`src/rtl/block_transmit_sd.sv`:
```
// SPI-mode SD single-block write: gap, start token, 512 data bytes from the sector cache, CRC,
// data-response check and busy wait. Optional serial CRC16-CCITT generation under `CRC16_EN.
module block_transmit_sd #(
    parameter int GAP_BITS     = 8,
    parameter int RESP_TIMEOUT = 64,
    parameter int BUSY_TIMEOUT = 65535
) (
    input  logic        clk400,
    input  logic        reset,
    input  logic        enable,
    input  logic        SDin,
    input  logic [15:0] casheValue,
    output logic [7:0]  casheAddress,
    output logic        readCashe,
    output logic        SDout,
    output logic        done,
    output logic        error,
    output logic [2:0]  response
);

    typedef enum logic [2:0] {
        IDLE, GAP, TOKEN, DATA, CRC, RESP_WAIT, RESP_BITS, BUSY
    } state_t;

    localparam logic [7:0]  TOKEN_BYTE = 8'hFE;
    localparam logic [11:0] GAP_LAST   = 12'(GAP_BITS - 1);
    localparam logic [15:0] RESP_LAST  = 16'(RESP_TIMEOUT - 1);
    localparam logic [15:0] BUSY_LAST  = 16'(BUSY_TIMEOUT - 1);

    state_t      r_state, w_next;
    logic [11:0] r_cnt;
    logic [15:0] r_tmo;
    logic [15:0] r_shift;
    logic [2:0]  r_rsp;
    logic [7:0]  r_addr;
    logic        r_sdout;
    logic        r_error;
    logic [2:0]  r_response;
    logic        w_load;
    logic        w_bit;

`ifdef CRC16_EN
    logic [15:0] r_crc;
`endif

    always_comb begin
        w_next = r_state;
        case (r_state)
            IDLE:      if (enable) w_next = GAP;
            GAP:       if (r_cnt == GAP_LAST) w_next = TOKEN;
            TOKEN:     if (r_cnt == 12'd7) w_next = DATA;
            DATA:      if (r_cnt == 12'hFFF) w_next = CRC;
            CRC:       if (r_cnt == 12'd15) w_next = RESP_WAIT;
            RESP_WAIT: begin
                if (!SDin)                   w_next = RESP_BITS;
                else if (r_tmo == RESP_LAST) w_next = IDLE;
            end
            RESP_BITS: if (r_cnt == 12'd3) w_next = (r_rsp == 3'b010) ? BUSY : IDLE;
            BUSY:      if (SDin || r_tmo == BUSY_LAST) w_next = IDLE;
            default:   w_next = IDLE;
        endcase
    end

    // Word fetch happens on the last token cycle and on the last bit of every word but the final one;
    // the address register already points at the word being fetched.
    always_comb begin
        w_load = 1'b0;
        w_bit  = 1'b1;
        case (r_state)
            TOKEN: begin
                w_bit  = TOKEN_BYTE[~r_cnt[2:0]];
                w_load = (r_cnt == 12'd7);
            end
            DATA: begin
                w_bit  = r_shift[15];
                w_load = (r_cnt[3:0] == 4'hF) && (r_cnt != 12'hFFF);
            end
`ifdef CRC16_EN
            CRC:     w_bit = r_crc[15];
`endif
            default: w_bit = 1'b1;
        endcase
    end

    always_ff @(posedge clk400) begin
        if (reset) begin
            r_state    <= IDLE;
            r_cnt      <= '0;
            r_tmo      <= '0;
            r_shift    <= '0;
            r_rsp      <= '0;
            r_addr     <= '0;
            r_sdout    <= 1'b1;
            r_error    <= 1'b0;
            r_response <= 3'b000;
        end else begin
            r_state <= w_next;
            r_sdout <= w_bit;

            // Counters restart on every state change so each state sees a count from zero.
            if (w_next != r_state || r_state == IDLE) begin
                r_cnt <= '0;
                r_tmo <= '0;
            end else begin
                r_cnt <= r_cnt + 12'd1;
                r_tmo <= r_tmo + 16'd1;
            end

            if (w_load) begin
                r_shift <= casheValue;
                r_addr  <= r_addr + 8'd1;
            end else if (r_state == DATA) begin
                r_shift <= {r_shift[14:0], 1'b0};
            end
            if (r_state == IDLE) r_addr <= '0;

            if (r_state == IDLE && enable) r_error <= 1'b0;

            if (r_state == RESP_WAIT && SDin && r_tmo == RESP_LAST) begin
                r_response <= 3'b111;
                r_error    <= 1'b1;
            end

            if (r_state == RESP_BITS) begin
                if (r_cnt == 12'd3) begin
                    r_response <= r_rsp;
                    if (r_rsp != 3'b010) r_error <= 1'b1;
                end else begin
                    r_rsp <= {r_rsp[1:0], SDin};
                end
            end

            if (r_state == BUSY && !SDin && r_tmo == BUSY_LAST) begin
                r_response <= 3'b111;
                r_error    <= 1'b1;
            end
        end
    end

`ifdef CRC16_EN
    always_ff @(posedge clk400) begin
        if (reset)
            r_crc <= '0;
        else if (r_state == IDLE && enable)
            r_crc <= '0;
        else if (r_state == DATA)
            r_crc <= {r_crc[14:0], 1'b0} ^ ((r_crc[15] ^ r_shift[15]) ? 16'h1021 : 16'h0000);
        else if (r_state == CRC)
            r_crc <= {r_crc[14:0], 1'b0};
    end
`endif

    assign casheAddress = r_addr;
    assign readCashe    = w_load;
    assign SDout        = r_sdout;
    assign done         = (r_state == IDLE);
    assign error        = r_error;
    assign response     = r_response;

endmodule
```
`config.mk`:
```
export PLATFORM = sky130hd
export DESIGN_NAME = block_transmit_sd
export DESIGN_NICKNAME = d
export VERILOG_FILES = /design/src/rtl/block_transmit_sd.sv
export SDC_FILE = /design/constraint.sdc
export NUM_CORES = 1
export LEC_CHECK = 0
export CAP_MARGIN = 40
export CORE_MARGIN = 2
export CORE_UTILIZATION = 56
export CTS_CLUSTER_SIZE = 10
export DETAILED_ROUTE_END_ITERATION = 10
export MAX_ROUTING_LAYER = met4
export PLACE_DENSITY = 0.79
export SYNTH_ARGS = -nofsm -noshare
export SYNTH_HDL_FRONTEND = slang
export SYNTH_SLANG_ARGS = --single-unit
```
`constraint.sdc`:
```
create_clock -name clk400 -period 2.9 [get_ports clk400]
set_input_delay 0.87 -clock clk400 [delete_from_list [all_inputs] [get_ports clk400]]
set_output_delay 0.87 -clock clk400 [all_outputs]
set_load 0.01 [all_outputs]
```
Word-level counts from Yosys, hierarchy flattened

Memories as Yosys holds them, arrays and structs flattened.
Index checks and enable logic that the tools add are counted.

Memories: 1
Flip-flop bits (word level): 63
Bits in read-only memories: 8

$lt $le $gt $ge: 1
Mux-type cells: 26
Reduce and logical (&&, ||, !) cells: 14
$add $sub $neg: 3
Bitwise gates (word level): 2
Equal/unequal tests: 18

Memories:

| memory          | depth | bits a word | read ports | clocked after Yosys merged registers in | wr ports | RTL line | RTL |
|---|---|---|---|---|---|---|---|
| (no name shown) | 8     | 1           | 1          | 0                                       | 0        | 71       | `w_bit = TOKEN_BYTE[~r_cnt[2:0]];` |

Operators with widths:

| cell                                                       | number |
|---|---|
| 2-to-1 mux 3 bit                                           | 14 |
| 2-to-1 mux 16 bit                                          | 2 |
| one-hot mux 3 bit (8 select lines)                         | 1 |
| adder 16 x 1 -> 16 bit, second input constant              | 1 |
| equality test 16 bit, second input constant                | 1 |
| equality test 16 x 6 -> 1 bit, second input constant       | 1 |
| adder 12 x 1 -> 12 bit, second input constant              | 1 |
| equality test 12 bit, second input constant                | 1 |
| equality test 12 x 2 -> 1 bit, second input constant       | 1 |
| equality test 12 x 3 -> 1 bit, second input constant       | 1 |
| equality test 12 x 4 -> 1 bit, second input constant       | 1 |
| equality test 3 bit, second input constant                 | 4 |
| inequality test 12 bit, second input constant              | 1 |
| equality test 3 x 2 -> 1 bit, second input constant        | 3 |
| adder 8 x 1 -> 8 bit, second input constant                | 1 |
| 2-to-1 mux 1 bit                                           | 7 |
| logical AND 1 bit                                          | 6 |
| equality test 4 bit, second input constant                 | 1 |
| less-than comparator 3 x 4 -> 1 bit, second input constant | 1 |
| one-hot mux 1 bit (2 select lines)                         | 2 |
| OR reduction 2 bit                                         | 2 |
| equality test 3 x 1 -> 1 bit, second input constant        | 1 |
| logical NOT 3 bit                                          | 1 |
| inequality test 3 x 2 -> 1 bit, second input constant      | 1 |
| 7 further kinds                                            | 8 |

Depth between registers and ports, before layout

Depth after elaboration: 8
Gate-level depth with buffers: 9
Depth with buffers taken out: 8

Worst setup path before layout

OpenSTA, ideal clock, no wires.

Path type: reg-to-output
Start: register r_cnt[8]
End: output readCashe
Data arrival time: 1.450 ns
Stages on the path, launching flop included: 5
Buffers on the path: 0
Slack: 0.580 ns
Data required time: 2.030 ns
Path through: dfxtp_1 -> or4_4 -> nor4_1 -> o21ai_0 -> inv_1

Longest elaborated chain between the ends: 3

RTL lines:

| element                              | RTL line | RTL |
|---|---|---|
| from (decl)                          | 31       | `logic [11:0] r_cnt;` |
| from (signal assigned)               | 105      | `r_cnt <= r_cnt + 12'd1;` |
| inequality test 12 bit               | 76       | `w_load = (r_cnt[3:0] == 4'hF) && (r_cnt != 12'hFFF);` |
| logical AND 1 bit                    | 76       |  |
| one-hot mux 1 bit (2 select lines) * | 69       | `case (r_state)` |
| to (decl)                            | 14       | `output logic readCashe,` |

Mark *: on every way between the ends. The rest lies on a longest branch, timed or not.

Worst setup path in the final report

Start: register r_cnt[7]
End: output readCashe

Same word-level chain as after synthesis.

==> flow_metrics.tcl <==
set metrics [dict create \
    finalClockSkew_ps 5.61 \
    core_region_area_um2 5570 \
    worst_skew_pair.late_latency_ps 350 \
    syn-num-nets 378 \
    cts_tree "done" \
    synth-edff-count 0 \
    totalWireLength_mm 6.92 \
    final_max_slew_viol_count 0 \
    clock-sinks 63 \
    postSynthAreaPerCell_um2 9.27 \
    grt_usage_pct 24.1 \
    drtAntennaViolNets 0 \
    max_slew.worst_pin.slew_ps 595 \
    number_of_antenna_violations_at_the_first_check_in_global_routing 0 \
    largest_net_degree_at_the_start_of_global_routing 39 \
    fp.dieArea_um2 6470 \
    vdd_ir_drop_max_v 0.000302 \
    gr-total-overflow 0 \
    holdBufCountCts 0 \
    max-clock-path-buffers 2 \
    dieWidth_um 80.4 \
    cap_viol_max_count 0 \
    rsz0062_at_grt "false" \
    fillerInstances 442 \
    timing.slew.headroom_pct 60.2 \
    hold_path.class "reg -> reg" \
    cts_root_buffer "sky130_fd_sc_hd__clkbuf_8" \
    grt_first_pass_wirelength_mm 11.8 \
    detailedRoute.firstPassIterationCount 4 \
    vias 2733 \
    critPathArrivalTime_ps 1840 \
    synth.yosys.warnings 0 \
    finalHoldViolations 0 \
    achievable-frequency_mhz 369 \
    cts.clk_slew.worst_paths_ps 60 \
    async_flop_share_pct 0 \
    cts.htree.levels 3 \
    worst_ep_required_time_ps 2030 \
    placement_rows 27 \
    cp_max_fo 4 \
    status "complete, no violations" \
    avgRoutedWirePerCell_um 14.7 \
    sequential_to_total_area_share_from_yosys_stat_pct 38.5 \
    routed_vias_inst 5.81 \
    totalNegativeSetupSlack_ps 0 \
    remaining_drc_errors 0 \
    power.static_leakage_nw 1.31 \
    yosys.cell_types.count 51 \
    total_power_divided_by_cell_area_nw_per_um2 429 \
    kind_of_start_point_of_the_critical_path "register" \
    first_global_vias 2498 \
    gp_routability_congestion 0.855 \
    timing.setup.critical_path_class "reg -> out" \
    post_cts_buffers 0 \
    hpwlAfterDp_mm 4.65 \
    yosys_register_bits 63 \
    syn_area_um2 3270 \
    final_worst_path_period_need_ps 2710 \
    first_iter_violations 178 \
    pin_count 35 \
    report.final.setup_viol 0 \
    hold_ws_ps 475 \
    die-height_um 80.4 \
    antenna-diode-count 0 \
    layout_worst_path_cycle_share_pct 93.5 \
    layout-area-overhead-vs-synth_pct 19.8 \
    synthFlopType "sky130_fd_sc_hd__dfxtp_1" \
    port_buffers 34 \
    finish.net_count 418 \
    floorplan.initialDensity_pct 58.7 \
    regToRegSetupSlack_ps 350 \
    post_route_cells_drive_above_1_share_pct 19.8 \
    netlist_instances 353 \
    cts_buffers 9 \
    critical_path_end_type "primary output" \
]
==> routing by layer <==
metal  vias up  track usage (%)  share of wire (%)
met5         -                -                  0
met4         0             9.66                1.3
met3        13             5.84                4.4
met2        58             35.3                 45
met1      1290             31.9                 49
li1       1372                -                  -
==> path summary, 6_finish.rpt <==
check / startpoint / to / cells past startpoint
setup / recovery: r_cnt[7]$_SDFF_PP0_ / readCashe / 5
hold / removal: r_cnt[0]$_SDFF_PP0_ / r_cnt[0]$_SDFF_PP0_ / 1
setup reg to reg: r_cnt[10]$_SDFF_PP0_ / r_tmo[4]$_SDFF_PP0_ / 8
hold reg to reg: r_cnt[0]$_SDFF_PP0_ / r_cnt[0]$_SDFF_PP0_ / 1
==> cell usage after synthesis (7+ instances only) <==
| master | number | area [um2] |
|---|---|---|
| sky130_fd_sc_hd__dfxtp_1 | 63 | 1260 |
| sky130_fd_sc_hd__nor2_1 | 33 | 124 |
| sky130_fd_sc_hd__nand3_1 | 29 | 145 |
| sky130_fd_sc_hd__nand2_1 | 28 | 105 |
| sky130_fd_sc_hd__nor4_2 | 20 | 250 |
| sky130_fd_sc_hd__a311oi_1 | 15 | 131 |
| sky130_fd_sc_hd__xor2_1 | 15 | 131 |
| sky130_fd_sc_hd__clkbuf_1 | 13 | 48.8 |
| sky130_fd_sc_hd__nor4_1 | 13 | 81.3 |
| sky130_fd_sc_hd__xnor2_1 | 13 | 114 |
| sky130_fd_sc_hd__a21oi_1 | 11 | 55.1 |
| sky130_fd_sc_hd__inv_1 | 9 | 33.8 |
| sky130_fd_sc_hd__nand4_1 | 7 | 43.8 |
==> worst max-delay path, cell delays in order, from the launching register on <==
cell and delay (ps):
sky130_fd_sc_hd__dfxtp_1 340, sky130_fd_sc_hd__or4_4 590, sky130_fd_sc_hd__nor4_4 280, sky130_fd_sc_hd__o21ai_2 80, sky130_fd_sc_hd__inv_1 80, sky130_fd_sc_hd__clkbuf_2 130
==> stage by stage <==
stage | power (mW) | std cells | util, % | setup slack [ps] | area [um2]
floorplan | 0.979 | 353 | - | 580 | 3270
finish | 1.68 | 470 | 70.3 | 188 | 3920
detailed placement | 1.02 | 454 | 67.0 | 72.7 | 3730
global placement | 1.02 | 453 | 66.6 | 109 | 3710
global route | 1.75 | 470 | 70.3 | 75.5 | 3920
CTS | 1.69 | 470 | 70.4 | 25.4 | 3920
==> sequential cells by signal (all words and copies together) (netlist names) <==
register / cells
r_state: 3
error: 1
r_cnt: 12
casheAddress: 8
r_shift: 16
response: 3
SDout: 1
r_rsp: 3
r_tmo: 16
==> power by group <==
group          total [mW]  internal, mW  switching (mW)  leakage (nW)
Combinational       0.134        0.0580          0.0765         0.702
Clock               0.674         0.350           0.324        0.0959
Sequential          0.873         0.868         0.00492         0.508
==> cells by family (layout without fill, tap and decap cells) <==
kind of cell | after synthesis | in the layout | synth area share (%)
fa+ha+maj | 5 | 5 | 1.91
compound gates | 42 | 42 | 10.2
buf+inv | 34 | 79 | 6.12
simple gates | 175 | 175 | 33.7
flops | 63 | 63 | 38.5
mux | 5 | 5 | 1.53
xor+xnor | 29 | 29 | 7.99
==> layout make-up <==
class	instances	area [um2]	share of cell area, %
tap	72	90.1	2.30
sequential	63	1260	32.2
timing repair buffer	54	523	13.3
multi-input combinational	256	1840	46.8
inverter	9	33.8	0.862
clock inverter	4	20.0	0.511
clock buffer	12	155	3.96
==> what timing repair did <==
item / 4_1_cts / 5_1_grt
endpoints found under the setup margin: 1 / 1
gates resized for setup: 3 / 3
cloned: 0 / 0
==> placed cells by master (no fill, tap or decap), drive strengths merged, types with 4 or more instances in the layout <==
cell	instances
dfxtp	63
nor2	33
a311oi	15
clkbuf	13
nand3	29
nor3	5
xor2	15
nand2	28
clkinv	4
ha	5
nor4	34
clkdlybuf4s50	33
o21ai	4
nand4	7
a21oi	11
buf	20
and4	4
inv	9
and3	9
xnor2	14
mux2i	5
Note: power is estimated with default switching activity, not from simulation.
==> RTL edit 1, RTL diff (same flow settings) <==
The output `SDout` loses its register stage (`r_sdout` becomes a continuous assignment).
--- a/src/rtl/block_transmit_sd.sv
+++ b/src/rtl/block_transmit_sd.sv
@@ -91,10 +91,8 @@
             r_rsp      <= '0;
             r_addr     <= '0;
-            r_sdout    <= 1'b1;
             r_error    <= 1'b0;
             r_response <= 3'b000;
         end else begin
             r_state <= w_next;
-            r_sdout <= w_bit;
 
             // Counters restart on every state change so each state sees a count from zero.
@@ -138,4 +136,6 @@
     end
 
+    assign r_sdout = w_bit;
+
 `ifdef CRC16_EN
     always_ff @(posedge clk400) begin
Function: no difference found for any inputs over 10 cycles, from zero or initial values and one cycle with reset high; that may be too few to reach the edited logic, so the function may still have changed.
==> RTL edit 1 against the original RTL <==
Sequential cell count shrank 1. Sequential share of layout area up 0.48 points. Wire length fell by 4.8%. Power shrank 3.9%. Area after synthesis down 3.0%. Design area is 3.1% lower. Clock skew is 0.0021 ns higher. Worst hold slack worse by 0.0071 ns. Cell count grew 0.85%. Worst setup slack worse by 0.074 ns. Largest cell class unchanged. Die area decreased by 2.9%.
==> RTL edit 1: results (changes against the original RTL) <==
stage	metric	value	unit	change
status	status	complete, no violations		
route	DRT Wirelength	6580	microns	-4.8%
hold_path	HP Start	r_shift[0]		
worst_setup_path	reg2reg end	r_tmo[4]		
hold_path	Tightest Hold Check Type	reg2reg		
cts	CTS root buf	clkbuf_8		
place	GP Congestion	0.829		-3.0%
worst_setup_path	critical path fanouts, max	5		+1
route	Iter 0 DRT Violations	106		-40%
grt	number of global-route vias before repair	2494		-0.16%
place	Post-DP HPWL	4460	microns	-3.9%
cts	H-tree depth	3		unchanged
logic_synthesis	top post-synthesis cells by area	dfxtp_1 (39%), nand3_1 (5.2%), nor2_1 (5.0%), xor2_1 (4.7%), nor3_2 (4.4%)		
logic_synthesis	area leader, netlist	dfxtp_1		
worst_setup_path	CP peak stage delay	0.38	ns	-0.21 ns
place	I/O Buffers	34		unchanged
grt	pin count of the biggest net entering global routing	33		-15%
pwr	worst vdd ir	0.000324	V	+7.3%
hold_path	cell count of the worst hold path	2		+1
route	drt first pass iters	4		unchanged
timing	skew final	0.00772	ns	+0.00211 ns
layout	# diodes	0		unchanged
hold_path	Worst Hold Endpoint	r_shift[0]		
grt	first-pass GRT wire length	11100	microns	-6.0%
layout	Final #Nets	425		+1.7%
pwr	static leakage	0.00127	uW	-2.6%
cts	Clk pin slew, worst setup/hold paths	0.06	ns	about the same
route	vias per std cell	5.62		-3.3%
logic_synthesis	warnings from Yosys	0		unchanged
worst_setup_path	Reg2Reg Launch Point	r_cnt[6]		
timing	Tightest Pin Transition	0.441	ns	-0.154 ns
logic_synthesis	commonest cells in the netlist	dfxtp_1 (62), nor2_1 (42), nand2_1 (37), nand3_1 (33), xor2_1 (17)		
layout	layout cells sized above 1	16.9	%	-2.9 points
worst_setup_path	Largest delay share family, worst path	simple AND/OR/NAND/NOR gates		
logic_synthesis	register area share after synthesis	39.1	%	+0.57 points
logic_synthesis	Yosys cell types	50		-2.0%
worst_setup_path	FF-to-FF path depth	8		unchanged
worst_setup_path	r2r setup slk	0.64	ns	+0.29 ns
worst_setup_path	Max stage delay cell, worst path	dfxtp_1		
worst_setup_path	WP data arrival	1.92	ns	+0.08 ns
grt	Global Route Usage Sum	23.1	%	-0.98 points
logic_synthesis	Mapped Nets	382		+1.1%
==> RTL edit 1: changes by cell type after synthesis, sizes merged, moves of 3 or more <==
cell,unedited run,this run
and3,9,5
and3b,3,0
clkbuf,16,10
inv,9,5
nand2,28,37
nand3,29,33
nand4,7,11
nor2,33,42
nor3,5,28
nor4,34,6
nor4bb,0,3
==> RTL edit 1: area by class of cell <==
cell class / count / area, sq um
Inverter: 5 / 18.8
Multi-Input combinational cell: 269 / 1790
Sequential cell: 62 / 1240
Clock inverter: 2 / 10.0
Clock buffer: 11 / 151
Timing Repair Buffer: 53 / 494
Fill cell: 451 / 1680
Tap cell: 72 / 90.1
==> RTL edit 1: worst min-delay path, stage by stage (launching register included) <==
cell	delay (ns)
dfxtp_1	0.31
nand3_1	0.06
a21oi_1	0.06
==> RTL edit 1: cell families (layout without fill, tap and decap cells) <==
logic type                 after synthesis  after routing  share of synthesized area [%]
muxes                                    6              6                           2.09
buffers and inverters                   26             71                           5.32
AOI/OAI and AO/OA                       41             41                           10.3
xor gates and xnor gates                29             29                           8.00
adders and majority gates                5              5                           1.97
DFF                                     62             62                           39.1
and+or+nand+nor                        188            188                           33.2
==> RTL edit 1: worst max path at each step <==
| stage | from | cells after the start | end | slack [ns] |
|---|---|---|---|---|
| after floorplan | r_cnt[0] | 6 | readCashe | 0.51 |
| after CTS | r_cnt[0] | 7 | readCashe | 0.02 |
| after global placement | r_cnt[1] | 7 | readCashe | 0.08 |
| final | r_cnt[0] | 7 | readCashe | 0.11 |
| after global routing | r_cnt[6] | 6 | readCashe | -0.01 |
| after detailed placement | r_cnt[1] | 7 | readCashe | 0.02 |
==> RTL edit 1: power by group <==
group          leakage [uW]  switching (uW)  internal (uW)
clock             0.0000869             305            339
combinational      0.000686            61.6           50.2
sequential         0.000500            5.60            855
==> RTL edit 1: metrics by stage <==
stage          worst slack, ns  hold slack (ns)  area, sq um  instances
2_1_floorplan            0.509            0.448         3170        357
3_3_place_gp            0.0753            0.457         3590        458
3_5_place_dp            0.0222            0.461         3590        458
4_1_cts                 0.0230            0.470         3750        471
5_1_grt                -0.0105            0.490         3800        474
6_report                 0.114            0.468         3800        474
==> RTL edit 1: what timing repair did <==
action,CTS,global route
gates cloned,0,0
pin swaps,0,4
buffers inserted,0,3
setup endpoints to repair,1,1
endpoints found under the hold margin,0,0
resized for setup,4,4
==> RTL edit 1: layer usage <==
layer	global-route usage, %	share of wire (%)	vias to the layer above
li1	-	-	1360
met5	-	0	-
met4	8.62	1.2	0
met2	33.7	47	47
met3	8.41	4.7	9
met1	29.4	47	1250
==> RTL edit 2, RTL diff (same settings) <==
Made on the original files. Add a define of `CRC16_EN`.
--- a/src/rtl/block_transmit_sd.sv
+++ b/src/rtl/block_transmit_sd.sv
@@ -1,4 +1,6 @@
 // SPI-mode SD single-block write: gap, start token, 512 data bytes from the sector cache, CRC,
 // data-response check and busy wait. Optional serial CRC16-CCITT generation under `CRC16_EN.
+`define CRC16_EN
+
 module block_transmit_sd #(
     parameter int GAP_BITS     = 8,
Behaviour: no difference found for any inputs over 10 cycles, from zero or initial values and one cycle with reset high; that may be too few to reach the edited logic, so the function may still have changed.
==> RTL edit 2 against the original RTL <==
Die area rose by 16%. Worst setup slack got worse by 0.076 ns. Area after synthesis rose by 17%. Design area rose by 13%. Core utilization fell by 4.0 points. Power rose by 16%. Wire length rose by 11%. Sequential cell count rose by 16. Combinational power fell by 19%. Highest routed layer unchanged.
==> RTL edit 2: results (changes against the original RTL) <==
stage	metric	value	unit	change
layout	Layout Cells excl Fill	532		+13%
cts	Num CTS Buffers	9		unchanged
pwr	Pint	1460	uW	+14%
logic_synthesis	register area share after synthesis	41.5	%	+2.9 points
route	Iter 0 DRT Violations	164		-7.9%
logic_synthesis	Yosys cell types	53		+3.9%
grt	initial antenna violation count	0		unchanged
route	vias per std cell	5.84		+0.44%
worst_setup_path	FF-to-FF path depth	7		-1
place	Inst Count DP	516		+14%
route	drt first pass iters	4		unchanged
timing	relative slew slack	56.2	%	-4.1 points
layout	Top Registers	r_crc (16), r_shift (16), r_tmo (16)		
worst_setup_path	WP data arrival	1.92	ns	+0.08 ns
logic_synthesis	warnings from Yosys	0		unchanged
grt	pin count of the biggest net entering global routing	46		+18%
layout	filler cell count	557		+26%
logic_synthesis	FFs w/ async S/R, synth	0	%	unchanged
layout	layout cells sized above 1	12.8	%	-7.0 points
grt	number of global-route vias before repair	2963		+19%
grt	first-pass GRT wire length	13400	microns	+13%
hold_path	Tightest Hold Check Type	reg2reg		
place	Setup WS pre-CTS	0.151	ns	+0.0780 ns
route	wire length per cell	14.4	microns	-2.2%
logic_synthesis	Synth Area in Adders	1.64	%	-0.27 points
cts	Clk pin slew, worst setup/hold paths	0.09	ns	+0.03 ns
logic_synthesis	post-synthesis average cell area	9.23	sq um	-0.38%
logic_synthesis	Synth Area in Compound Gates	12.2	%	+1.9 points
layout	# diodes	0		unchanged
worst_setup_path	critical path fanouts, max	4		unchanged
pwr	static leakage	0.00152	uW	+17%
timing	fmax	359	MHz	-2.7%
logic_synthesis	main combinational cell family by area after synthesis	simple AND/OR/NAND/NOR gates		
timing	skew final	0.0108	ns	+0.00524 ns
grt	Global Route Usage Sum	22.8	%	-1.3 points
status	status	complete, no violations		
logic_synthesis	top post-synthesis cells by area	dfxtp_1 (41%), mux2i_1 (5.2%), nor4_2 (4.9%), nand2_1 (4.1%), xnor2_1 (3.9%)		
cts	Clock Latency Late Sink	0.36	ns	
logic_synthesis	commonest cells in the netlist	dfxtp_1 (79), nand2_1 (42), nor2_1 (37), a21oi_1 (23), mux2i_1 (20)		
cts	CTS root buf	clkbuf_8		
worst_setup_path	r2r setup slk	0.54	ns	+0.19 ns
layout	Final #Nets	472		+13%
cts	Clock Path Buffers	2		unchanged
hold_path	cell count of the worst hold path	2		+1
place	Post-DP HPWL	5170	microns	+11%
cts	number of setup buffers added after CTS	0		unchanged
logic_synthesis	Mapped Nets	438		+16%
logic_synthesis	multiplexer area fraction after synthesis	5.54	%	+4.0 points
place	GP Congestion	0.887		+3.8%
pwr	worst vdd ir	0.000281	V	-7.1%
place	I/O Buffers	34		unchanged
logic_synthesis	Synth Area in XOR/XNOR	6.43	%	-1.6 points
cts	H-tree depth	3		unchanged
-- RTL edit 2: cell types whose count changed in the layout (fill, tap and decap cells not counted), sizes merged, moves of 8 or more --
cell | before | now
nand2 | 28 | 42
a211oi | 0 | 17
nor3 | 5 | 15
and3 | 9 | 1
nand3 | 29 | 13
mux2i | 5 | 20
dfxtp | 63 | 79
a21oi | 11 | 23
a311oi | 15 | 0
-- RTL edit 2: routing by layer --
metal	global-route usage [%]	part of all wire (%)
met1	29.3	47
met2	35.2	47
met3	4.48	4.0
met4	9.38	1.4
met5	-	0
-- RTL edit 2: critical path: stages, from the launching register on --
cell and delay [ns]:
dfxtp_2 0.37, ha_1 0.18, nand3b_1 0.14, or3_1 0.33, o32a_1 0.21, inv_1 0.07
dlygate4sd2_1 0.26
-- RTL edit 2: kinds of logic (layout without fill, tap and decap cells) --
| kind of cell | after synthesis | in the layout |
|---|---|---|
| multiplexers | 21 | 21 |
| AND/OR/NAND/NOR | 181 | 181 |
| flip-flops | 79 | 79 |
| buffers and inverters | 33 | 72 |
| AO/OA/AOI/OAI | 66 | 66 |
| adder cells (fa/ha/maj) | 5 | 5 |
| XOR/XNOR | 28 | 28 |
-- RTL edit 2: worst paths after layout --
path,from,endpoint
min reg2reg,r_crc[6],r_crc[6]
max reg2reg,r_cnt[0],r_cnt[3]
min,r_crc[6],r_crc[6]
max,r_cnt[0],readCashe
-- RTL edit 2: timing repair --
item / in CTS / in global routing
gates resized for setup: 2 / 0
endpoints found under the setup margin: 1 / 0
hold buffers: 0 / 0
-- RTL edit 2: final cells by class --
| cell class | count | area, sq um | area share [%] |
|---|---|---|---|
| clock buffer | 9 | 124 | 2.80 |
| clock inverter | 7 | 55.1 | 1.24 |
| inverter | 7 | 26.3 | 0.593 |
| multi-input combinational | 301 | 2060 | 46.6 |
| sequential | 79 | 1580 | 35.7 |
| tap | 80 | 100 | 2.26 |
| timing repair buffer | 49 | 477 | 10.8 |
-- RTL edit 2: metrics by stage --
step	hold slack [ns]	instance area [sq um]	util, %	power, uW
finish	0.453	4430	66.3	1950
global route	0.473	4430	66.3	2010
CTS	0.456	4430	66.3	1970
detailed placement	0.445	4250	63.6	1220
global placement	0.439	4250	63.6	1220
floorplan	0.432	3810	-	1170
-- RTL edit 2: power groups by stage --
| stage | Clock (uW) | Combinational [uW] | Sequential (uW) |
|---|---|---|---|
| floorplan | 0 | 54.9 | 1120 |
| global placement | 0 | 107 | 1120 |
| detailed placement | 0 | 107 | 1120 |
| CTS | 768 | 107 | 1090 |
| global route | 807 | 116 | 1090 |
| finish | 748 | 108 | 1090 |
